`src/rtl/pc_seq_ctrl.sv`:
```
// Fetch/execute sequencer owning the architectural PC; fetches at pc, holds the word for the EXU, commits pc+4 or a branch target.
// At least 3 cycles per instruction (FETCH->WAIT->EXEC); the fetch request is held until ifu_req_ready, and all outputs are registered.
module pc_seq_ctrl #(
  parameter logic [31:0] RESET_PC = 32'h8000_0000
) (
  input  logic        clk,
  input  logic        rst,
  output logic        ifu_req_valid,
  output logic [31:0] ifu_req_addr,
  input  logic        ifu_req_ready,
  input  logic        ifu_rsp_valid,
  input  logic [31:0] ifu_rsp_inst,
  input  logic        ifu_rsp_err,
  output logic        inst_valid,
  output logic [31:0] inst,
  output logic [31:0] pc,
  input  logic        exu_done,
  input  logic        pc_sel,
  input  logic [31:0] alu_target,
  input  logic        halt_req,
  output logic        retire,
  output logic [31:0] retire_pc,
  output logic        halted,
  output logic        fault
);

  typedef enum logic [2:0] {
    S_BOOT,
    S_FETCH,
    S_WAIT,
    S_EXEC,
    S_HALT,
    S_FAULT
  } state_t;

  state_t      r_state;
  logic [31:0] r_pc;
  logic [31:0] r_inst;
  logic [31:0] r_retire_pc;
  logic        r_req_valid;
  logic        r_inst_valid;
  logic        r_retire;
  logic        r_halted;
  logic        r_fault;

  logic [31:0] w_next_pc;
  logic        w_next_misaligned;

  // Candidate successor PC; the adder wraps naturally at 2^32.
  assign w_next_pc         = pc_sel ? alu_target : (r_pc + 32'd4);
  assign w_next_misaligned = |w_next_pc[1:0];

  always_ff @(posedge clk) begin
    if (rst) begin
      r_state      <= S_BOOT;
      r_pc         <= RESET_PC;
      r_inst       <= 32'd0;
      r_retire_pc  <= 32'd0;
      r_req_valid  <= 1'b0;
      r_inst_valid <= 1'b0;
      r_retire     <= 1'b0;
      r_halted     <= 1'b0;
      r_fault      <= 1'b0;
    end else begin
      r_retire <= 1'b0;
      case (r_state)
        S_BOOT: begin
          r_state     <= S_FETCH;
          r_req_valid <= 1'b1;
        end
        S_FETCH: begin
          // A response arriving with the accept is deliberately not looked at here.
          if (ifu_req_ready) begin
            r_state     <= S_WAIT;
            r_req_valid <= 1'b0;
          end
        end
        S_WAIT: begin
          if (ifu_rsp_valid) begin
            if (ifu_rsp_err) begin
              r_state <= S_FAULT;
              r_fault <= 1'b1;
            end else begin
              r_inst       <= ifu_rsp_inst;
              r_inst_valid <= 1'b1;
              r_state      <= S_EXEC;
            end
          end
        end
        S_EXEC: begin
          if (exu_done) begin
            r_inst_valid <= 1'b0;
            if (halt_req) begin
              r_retire    <= 1'b1;
              r_retire_pc <= r_pc;
              r_halted    <= 1'b1;
              r_state     <= S_HALT;
            end else if (w_next_misaligned) begin
              // Bad target: stop without committing, pc keeps the faulting instruction.
              r_fault <= 1'b1;
              r_state <= S_FAULT;
            end else begin
              r_pc        <= w_next_pc;
              r_retire    <= 1'b1;
              r_retire_pc <= r_pc;
              r_req_valid <= 1'b1;
              r_state     <= S_FETCH;
            end
          end
        end
        S_HALT, S_FAULT: begin
          r_req_valid  <= 1'b0;
          r_inst_valid <= 1'b0;
        end
        default: begin
          r_state     <= S_FAULT;
          r_fault     <= 1'b1;
          r_req_valid <= 1'b0;
        end
      endcase
    end
  end

  assign ifu_req_valid = r_req_valid;
  assign ifu_req_addr  = r_pc;
  assign inst_valid    = r_inst_valid;
  assign inst          = r_inst;
  assign pc            = r_pc;
  assign retire        = r_retire;
  assign retire_pc     = r_retire_pc;
  assign halted        = r_halted;
  assign fault         = r_fault;

endmodule

```
`config.mk`:
```
export PLATFORM = sky130hd
export DESIGN_NAME = pc_seq_ctrl
export DESIGN_NICKNAME = d
export VERILOG_FILES = /design/src/rtl/pc_seq_ctrl.sv
export SDC_FILE = /design/constraint.sdc
export NUM_CORES = 1
export LEC_CHECK = 0
export BUFFER_PORTS_ARGS = -buffer_cell sky130_fd_sc_hd__buf_2
export CORE_AREA = 3 3 112 114
export DETAILED_ROUTE_END_ITERATION = 8
export DIE_AREA = 0 0 115 117
export GPL_TIMING_DRIVEN = 0
export PLACE_DENSITY_LB_ADDON = 0.08
export SYNTH_ARGS = -nofsm -noshare
export SYNTH_HDL_FRONTEND = slang
export SYNTH_SLANG_ARGS = --single-unit
```
`constraint.sdc`:
```
create_clock -name clk -period 1.9 [get_ports clk]
set_input_delay 0.095 -clock clk [delete_from_list [all_inputs] [get_ports clk]]
set_output_delay 0.095 -clock clk [all_outputs]
set_load 0.02 [all_outputs]
```
==> results of run 1 <==
## worst max-delay path by stage
stage | start | to | slack (ns) | cells after the start
2_1_floorplan | ifu_req_addr[4]$_SDFFE_PP0P_ | ifu_req_addr[13]$_SDFFE_PP0P_ | 0.004 | 6
3_5_place_dp | ifu_req_addr[2]$_SDFFE_PP0P_ | ifu_req_addr[28]$_SDFFE_PP0P_ | -0.30 | 5
4_1_cts | ifu_req_addr[7]$_SDFFE_PP0P_ | ifu_req_addr[27]$_SDFFE_PP0P_ | 0.01 | 5
3_3_place_gp | ifu_req_addr[0]$_SDFFE_PP0P_ | ifu_req_addr[26]$_SDFFE_PP0P_ | -0.28 | 6
6_report | ifu_req_addr[2]$_SDFFE_PP0P_ | ifu_req_addr[27]$_SDFFE_PP0P_ | 0.06 | 5
5_1_grt | ifu_req_addr[12]$_SDFFE_PP0P_ | ifu_req_addr[27]$_SDFFE_PP0P_ | 0.005 | 5
## power groups by stage
stage | Sequential (W) | Combinational (W) | Clock [W]
after floorplan | 0.00232 | 0.000228 | 0
after global placement | 0.00229 | 0.000443 | 0
after detailed placement | 0.00229 | 0.000447 | 0
after CTS | 0.00224 | 0.000505 | 0.00184
after global routing | 0.00224 | 0.000563 | 0.00192
final | 0.00224 | 0.000517 | 0.00179
## layout make-up
cell class,instances,area [um^2]
timing repair buffer,251,1460
tap,143,179
inverter,11,41.3
clock buffer,14,274
fill,1049,4320
buffer,76,460
sequential,104,2110
clock inverter,2,12.5
multi-input combinational,426,2660
## sequential cells by signal, summed over array words and instances (netlist names)
name and flops:
ifu_req_valid 1, halted 1, retire 1, inst_valid 1, fault 1, retire_pc 32, inst 32, ifu_req_addr 32
r_state 3
## per-layer routing
metal	vias to the layer above	global-route usage (%)	share of wire (%)
met2	275	43.2	49
met3	42	5.81	8.2
met5	-	0	0
li1	2696	-	-
met4	0	10.6	2.6
met1	2657	30.2	41
## through the flow
step,setup TNS (ns),utilization [%]
finish,0,62.5
floorplan,0,-
global placement,-12.28,54.5
global route,0,62.5
CTS,0,61.4
detailed placement,-16.03,54.5
## cell families (layout without fill, tap and decap cells)
group           after synthesis  in the layout
buf+inv                      90            354
simple gates                253            253
compound gates              129            129
fa+ha+maj                     1              1
mux                          43             43
flops                       104            104
## repair_timing
action                                  4_1_cts  5_1_grt
endpoints found under the setup margin       89       62
endpoints found under the hold margin        32        0
setup buffers                                12        4
pin swaps                                     4        4
resized for setup                            23       33
hold buffers                                 32        0
## worst register-to-register path: stages, from the launching register on
cell	delay, ns
dfxtp_2	0.44
nand3_4	0.14
or4_4	0.50
buf_6	0.16
or3_1	0.37
o221ai_2	0.16
## cell usage in the layout, fill, tap and decap left out, drive strengths merged, types with 3 or more instances in the layout
| cell | n |
|---|---|
| or3 | 7 |
| clkbuf | 45 |
| or4 | 3 |
| dfxtp | 104 |
| nor2 | 58 |
| and2 | 12 |
| a22o | 3 |
| and3 | 6 |
| o41ai | 3 |
| a211oi | 7 |
| buf | 264 |
| a31oi | 5 |
| a2111oi | 4 |
| nand4 | 17 |
| nand3 | 14 |
| nor4 | 12 |
| a32o | 3 |
| or2 | 3 |
| inv | 11 |
| a2111o | 3 |
| o31ai | 5 |
| o211ai | 5 |
| o221ai | 7 |
| o21ai | 19 |
| nand2 | 98 |
| nor3 | 12 |
| a21oi | 50 |
| dlygate4sd3 | 32 |
| mux2i | 42 |
==> flow_summary.toml, run 1 <==
[sta]
maxSlewViolCount = 0
layout_min_cycle_time_ns = 1.84
hold_violations = 0
fmax_mhz = 543
relSlewSlack_pct = 51.9
setup_viol = 0
hold_slack_ns = 0.0877
rsz0062_at_grt = "no"
skew_ns = 0.00594
setup_ws_ns = 0.0579
period_share_pct = 97.0
max_slew.worst_pin.slew_ns = 0.715

[worst_setup_path]
max_stage_delay_ns = 0.50
path_class = "flip-flop to flip-flop"
cp-end-kind = "flip-flop"
path_buf_inv = 1
crit_fanout = 8
cp_slowest_cell = "or4_4"
rr_endpoint = "ifu_req_addr[27]$_SDFFE_PP0P_"
ff2ff_path_depth = 5
worst_path_dominant_cell_family = "simple AND/OR/NAND/NOR gates"
cp_data_arrival_time_ns = 2.10
r2r-start = "ifu_req_addr[2]$_SDFFE_PP0P_"
cp-start-kind = "flip-flop"
r2r_slack_ns = 0.06
crit_chain = "nand3_4 -> or4_4 -> buf_6 -> or3_1 -> o221ai_2"
worstPathRequired_ns = 2.16

[synthesis]
synth_xor_area_share_pct = 0
ys_types = 55
yosys.area.top_type_share_pct = 41.1
synthTopCellsByCount = "dfxtp_1, nand2_1, nor2_1, a21oi_1, mux2i_1"
synth.avg_cell_area_um2 = 8.16
synthFlopType = "dfxtp_1"
netlist_instances = 620
yosysTopAreaCell = "dfxtp_1"
yosys.area_share.simple_pct = 23.8
synth-seq-cells = 104
synth_area_leaders = "dfxtp_1, mux2i_1, nand2_1, a21oi_1, buf_4"
synth.most_common_cell = "dfxtp_1"
syn-cell-area_mm2 = 0.00506
synthMuxAreaShare_pct = 8.53
synth.net_count = 693
synth-edff-count = 0
yosysWarnings = 0
synth_top_family_by_area = "simple AND/OR/NAND/NOR gates"
yosysSeqAreaShare_pct = 41.1
synthArstFlopShare_pct = 0
synthAdderAreaFrac_pct = 0.247
synth_compound_area_share_pct = 16.9

[place]
placedInstanceArea_mm2 = 0.00627
io_buffers = 203
gp_congestion = 0.908
dp.cells = 966
hpwl_um = 12200
post-place-ws_ns = -0.298

[power_and_ir_drop]
seqPwrFrac_pct = 49.2
peakVddDrop_v = 0.000410
netSwitchingPower_w = 0.00112
pwr-share-clk_pct = 39.4
p_per_area_mw_per_mm2 = 633
p_int_w = 0.00343
p_leak_nw = 3.41
power_frac_comb_pct = 11.4
switching_share_pct = 24.7
p_total_w = 0.00455

[layout]
diodes = 0
area_growth_pct = 42.1
stdcell_count = 1027
finalInstanceArea_mm2 = 0.00719
nNetsFinal = 952
drive_gt1_share_pct = 36.7

[floorplan]
placementRows = 39
ios = 205
die_w_um = 115
die_h_um = 117
initial_core_util_pct = 43.9
fp.dieArea_mm2 = 0.0135
core_area_mm2 = 0.0115

[clocking]
clk_pin_slew_ns = 0.07
cts-buffers-inserted = 9
clock_latency_ns = 0.34
htreeDepth = 3
cts.sinks = 104
cts_tree = "built"
root_buffer = "clkbuf_16"
clock_path_buffers = 2

[global_routing]
grt_pass1_wl_um = 27000
grt_max_degree = 16
grt.overflow.total = 0
grt_antenna_before_repair = 0
grt_usage_pct = 25.1
grt_pass1_vias = 5382

[drt]
drt_iter0_drc = 436
first_pass_iters = 5
vias = 5670
vias_per_cell = 5.52
drc = 0
postRouteAntennaNets = 0
post_drt_wl_per_cell_um = 17.0
finalWirelength_um = 17500

[job]
maxCapViolations = 0

[min_path]
min_from = "alu_target[2]"
hold_depth = 3
hold_class = "input pin to flip-flop"
whs_endpoint = "ifu_req_addr[2]$_SDFFE_PP0P_"

[run_status]
status = "completed"
No activity file was read; power rests on OpenSTA's default activity.
==> run 2, diff against run 1 <==
--- a/config.mk
+++ b/config.mk
@@ -6,9 +6,10 @@
 export NUM_CORES = 1
 export LEC_CHECK = 0
 export BUFFER_PORTS_ARGS = -buffer_cell sky130_fd_sc_hd__buf_2
-export CORE_AREA = 3 3 112 114
+export CORE_AREA = 3 3 106 108
+export CTS_BUF_LIST = sky130_fd_sc_hd__clkbuf_16
 export DETAILED_ROUTE_END_ITERATION = 8
-export DIE_AREA = 0 0 115 117
+export DIE_AREA = 0 0 109 111
 export GPL_TIMING_DRIVEN = 0
 export PLACE_DENSITY_LB_ADDON = 0.08
 export SYNTH_ARGS = -nofsm -noshare
==> constraint.sdc (replaced) <==
create_clock -name clk -period 1.7 [get_ports clk]
set_input_delay 0.34 -clock clk [delete_from_list [all_inputs] [get_ports clk]]
set_output_delay 0.34 -clock clk [all_outputs]
set_load 0.02 [all_outputs]
==> run 2 against run 1 <==
Against the previous run:
- the run now ends with negative setup slack left
- via count is 2.3% higher
- first-iteration DRC count is 3.4% higher
- clock-buffer cell count is 5 lower
- maximum frequency is 7.8% higher
- flip-flop and latch count stayed put
- final area is 1.3% higher
- critical path depth stayed put
- worst setup slack worse by 0.067 ns
- critical path type unchanged
==> flow_summary.toml, run 2 (synthesis gave the netlist of run 1 again) <==
[run_status]
violations = "negative setup slack"
status = "complete, but fails checks"

[drt]
post_drt_wl_per_cell_um = 17.9
finalWirelength_um = 18100
vias_per_cell = 5.72
drt_iter0_drc = 451
vias = 5800
drc = 0
postRouteAntennaNets = 0
first_pass_iters = 9

[floorplan]
ios = 205
fp.dieArea_mm2 = 0.0121
initial_core_util_pct = 49.0
die_h_um = 111
die_w_um = 109
placementRows = 37
core_area_mm2 = 0.0103

[layout]
utilization_pct = 70.6
area_growth_pct = 43.9
regArea_mm2 = 0.00216
diodes = 0
drive_gt1_share_pct = 43.8
nFillCells = 832
finalInstanceArea_mm2 = 0.00728
nNetsFinal = 946
multiInputGateArea_mm2 = 0.00274
layout_common_cells = "buf_2, nand2_1, dfxtp_1"
layout_commonest_cell = "buf_2"

[worst_setup_path]
cp-start-kind = "flip-flop"
worstPathRequired_ns = 1.95
cp_data_arrival_time_ns = 1.95
crit_fanout = 10
cp_slowest_cell = "nor4_2"
crit_chain = "nand4_4 -> clkbuf_2 -> nor4_2 -> o21ai_0 -> a32o_1"
path_class = "flip-flop to flip-flop"
cp-end-kind = "flip-flop"
max_stage_delay_ns = 0.41

[sta]
setup_ws_ns = -0.00891
rsz0062_at_grt = "yes"
setup_viol = 1
maxSlewViolCount = 0
layout_min_cycle_time_ns = 1.71
period_share_pct = 101
max_slew.worst_pin.slew_ns = 0.700
skew_ns = 0.00789
hold_violations = 0
fmax_mhz = 585
relSlewSlack_pct = 53.3

[global_routing]
grt_antenna_before_repair = 0
grt_pass1_wl_um = 27300
grt.overflow.total = 0
grt_pass1_vias = 5443
grt_max_degree = 21
grt_usage_pct = 28.4

[place]
io_buffers = 203
placedInstanceArea_mm2 = 0.00639
gp_congestion = 0.889
hpwl_um = 12100

[clocking]
root_buffer = "clkbuf_16"
cts_tree = "built"
htreeDepth = 3
cts-buffers-inserted = 9
clock_path_buffers = 2
ctsHoldBuffers = 0
clk_pin_slew_ns = 0.08
cts.sinks = 104
clock_latency_ns = 0.35

[power_and_ir_drop]
p_per_area_mw_per_mm2 = 708
p_leak_nw = 3.52
peakVddDrop_v = 0.000450

[job]
maxCapViolations = 0

[min_path]
hold_class = "input pin to flip-flop"
run 2: what timing repair did:
item,CTS,global route
setup buffers,24,18
endpoints found under the setup margin,98,92
pin swaps,8,8
resized for setup,48,58
gates cloned,2,2
run 2: critical path, delay by kind of cell, from the launching register on:
| family | cells | cell delay (ns) |
|---|---|---|
| AOI/OAI and AO/OA | 2 | 0.40 |
| buffers and inverters | 1 | 0.25 |
| DFF | 1 | 0.40 |
| and+or+nand+nor | 2 | 0.54 |
run 2: worst paths after layout:
kind              slack [ns]                         start                             to  cells after the start
setup / recovery      -0.009  ifu_req_addr[6]$_SDFFE_PP0P_  ifu_req_addr[18]$_SDFFE_PP0P_                      5
setup reg to reg      -0.009  ifu_req_addr[6]$_SDFFE_PP0P_  ifu_req_addr[18]$_SDFFE_PP0P_                      5
hold reg to reg         0.45          inst[6]$_SDFFE_PP0P_           inst[6]$_SDFFE_PP0P_                      2
hold / removal          0.22               ifu_rsp_inst[8]           inst[8]$_SDFFE_PP0P_                      3
run 2: where the power goes:
group | internal (W) | total [W] | switching (W)
sequential | 0.00245 | 0.00248 | 0.0000345
clock | 0.00104 | 0.00211 | 0.00107
combinational | 0.000224 | 0.000564 | 0.000341
run 2: per-layer routing:
layer / GRT usage, % / wire length [um]
met3: 8.62 / 2200
met1: 34.5 / 6850
met5: 0 / 0
met4: 11.7 / 719
met2: 46.1 / 8360
run 2: cell type report:
type	instances	share of cell area, %
Buffer	72	6.54
Clock buffer	9	3.09
Clock inverter	7	1.01
Inverter	11	0.567
Multi-Input combinational cell	426	37.6
Sequential cell	104	29.6
Tap cell	136	2.34
Timing Repair Buffer	249	19.2
run 2: stage by stage:
stage                     setup TNS (ns)  hold slack (ns)  total power, W  setup WS (ns)  cells
after floorplan                   -0.238            0.476         0.00284        -0.0598    620
final                           -0.00891            0.221         0.00516       -0.00891   1014
after CTS                       -0.00838            0.217         0.00514       -0.00838    996
after detailed placement          -34.95            0.444         0.00306         -0.535    959
after global placement            -36.71            0.439         0.00305         -0.557    959
after global routing              -0.280            0.213         0.00533        -0.0668   1014
==> run 3, diff against run 2 <==
--- a/config.mk
+++ b/config.mk
@@ -15,3 +15,4 @@
 export SYNTH_ARGS = -nofsm -noshare
 export SYNTH_HDL_FRONTEND = slang
 export SYNTH_SLANG_ARGS = --single-unit
+export TNS_END_PERCENT = 5
==> run 3 against run 2 <==
Against the previous run:
- the run still ends with negative setup slack left
- clock-buffer cell count is the same
- utilization shrank 1.8 points
- register-to-register slack worse by 0.08 ns
- critical path depth shrank 1
- flip-flop and latch count stayed put
- non-clock buffer count decreased by 20
- total power about the same
- largest power group unchanged
==> flow_summary.toml, run 3 (synthesis gave the netlist of run 1 again) <==
[power_and_ir_drop]
power_frac_comb_pct = 10.4
netSwitchingPower_w = 0.00134
p_int_w = 0.00382
p_per_area_mw_per_mm2 = 728
p_total_w = 0.00516
seqPwrFrac_pct = 48.3
switching_share_pct = 25.9
pwr-share-clk_pct = 41.3
peakVddDrop_v = 0.000495
p_leak_nw = 3.45

[sta]
fmax_mhz = 558
layout_min_cycle_time_ns = 1.79
setup_viol = 1
relSlewSlack_pct = 49.1
hold_violations = 0
skew_ns = 0.00998
setup_ws_ns = -0.0934
max_slew.worst_pin.slew_ns = 0.764
rsz0062_at_grt = "yes"
maxSlewViolCount = 0
period_share_pct = 105

[clocking]
cts_tree = "built"
htreeDepth = 3
ctsHoldBuffers = 0
clock_path_buffers = 2
cts.sinks = 104
cts-buffers-inserted = 9
clock_latency_ns = 0.35
root_buffer = "clkbuf_16"
clk_pin_slew_ns = 0.08

[drt]
drc = 0
drt_iter0_drc = 520
first_pass_iters = 5
postRouteAntennaNets = 0
post_drt_wl_per_cell_um = 17.0
vias_per_cell = 5.62
finalWirelength_um = 16900
vias = 5590

[place]
gp_congestion = 0.928
hpwl_um = 11900
io_buffers = 203
post-place-ws_ns = -0.480

[min_path]
hold_depth = 3
hold_class = "input pin to flip-flop"

[layout]
nNetsFinal = 926
drive_gt1_share_pct = 41.8
area_growth_pct = 40.2
layout_commonest_cell = "buf_2"
nFillCells = 851
diodes = 0
layout_common_cells = "buf_2, nand2_1, dfxtp_1"

[worst_setup_path]
ff2ff_path_depth = 4
cp_data_arrival_time_ns = 2.05
cp-start-kind = "flip-flop"
worstPathRequired_ns = 1.96
path_class = "flip-flop to flip-flop"
crit_fanout = 9
cp-end-kind = "flip-flop"

[floorplan]
placementRows = 37
initial_core_util_pct = 49.0
core_area_mm2 = 0.0103
ios = 205
fp.dieArea_mm2 = 0.0121
die_w_um = 109
die_h_um = 111

[global_routing]
grt_usage_pct = 26.9
grt_pass1_wl_um = 26400
grt.overflow.total = 0
grt_antenna_before_repair = 0
grt_max_degree = 19
grt_pass1_vias = 5336

[run_status]
status = "complete, but fails checks"
violations = "negative setup slack"

[job]
maxCapViolations = 0
## run 3: cell count changes in the layout (fill, tap and decap cells not counted), sizes merged
cell and delta:
bufinv +1, clkbuf -1, clkinv -2, clkinvlp +1
dlymetal6s2s +1, buf -20
## run 3: final timing paths
path | startpoint | to | slack [ns]
worst min register to register | inst[27]$_SDFFE_PP0P_ | inst[27]$_SDFFE_PP0P_ | 0.46
worst min-delay path | ifu_rsp_inst[30] | inst[30]$_SDFFE_PP0P_ | 0.22
worst max-delay path | ifu_req_addr[14]$_SDFFE_PP0P_ | ifu_req_addr[27]$_SDFFE_PP0P_ | -0.09
worst max register to register | ifu_req_addr[14]$_SDFFE_PP0P_ | ifu_req_addr[27]$_SDFFE_PP0P_ | -0.09
## run 3: layer usage
metal / track usage, % / share of wire (%)
met5: 0 / 0
met4: 10.6 / 2.1
met3: 5.01 / 9.3
met2: 43.7 / 49
met1: 34.9 / 40
## run 3: power by group through the flow
stage | clock network (W) | registers, W | logic (W)
2_1_floorplan | 0 | 0.00259 | 0.000259
6_report | 0.00213 | 0.00249 | 0.000538
3_3_place_gp | 0 | 0.00255 | 0.000496
4_1_cts | 0.00215 | 0.00250 | 0.000518
3_5_place_dp | 0 | 0.00255 | 0.000503
5_1_grt | 0.00225 | 0.00250 | 0.000583
## run 3: stage by stage
| step | std cells | util (%) | TNS, ns | hold slack (ns) | instance area (um^2) |
|---|---|---|---|---|---|
| floorplan | 620 | - | -1.86 | 0.476 | 5170 |
| global placement | 959 | 61.6 | -31.52 | 0.440 | 6360 |
| detailed placement | 959 | 61.6 | -32.34 | 0.445 | 6360 |
| CTS | 984 | 66.7 | -0.437 | 0.219 | 6890 |
| global route | 994 | 68.7 | -0.768 | 0.231 | 7100 |
| finish | 994 | 68.7 | -0.0934 | 0.216 | 7100 |
## run 3: worst max-delay path: stages (launching register included)
cell	delay, ns
dfxtp_2	0.47
nand4_1	0.24
or2_2	0.41
or3_1	0.41
o221ai_2	0.17
## run 3: layout make-up
type | instances | area, um^2 | area share, %
Clock buffer | 9 | 225 | 3.17
Clock inverter | 7 | 76.3 | 1.08
Multi-Input combinational cell | 426 | 2740 | 38.6
Timing Repair Buffer | 228 | 1210 | 17.1
Sequential cell | 104 | 2140 | 30.2
Buffer | 73 | 487 | 6.86
Inverter | 11 | 41.3 | 0.582
Tap cell | 136 | 170 | 2.40
## run 3: repair_timing
action / CTS / global route
buffers inserted: 12 / 13
pin swaps: 7 / 12
gates resized for setup: 45 / 48
endpoints found under the setup margin: 98 / 83
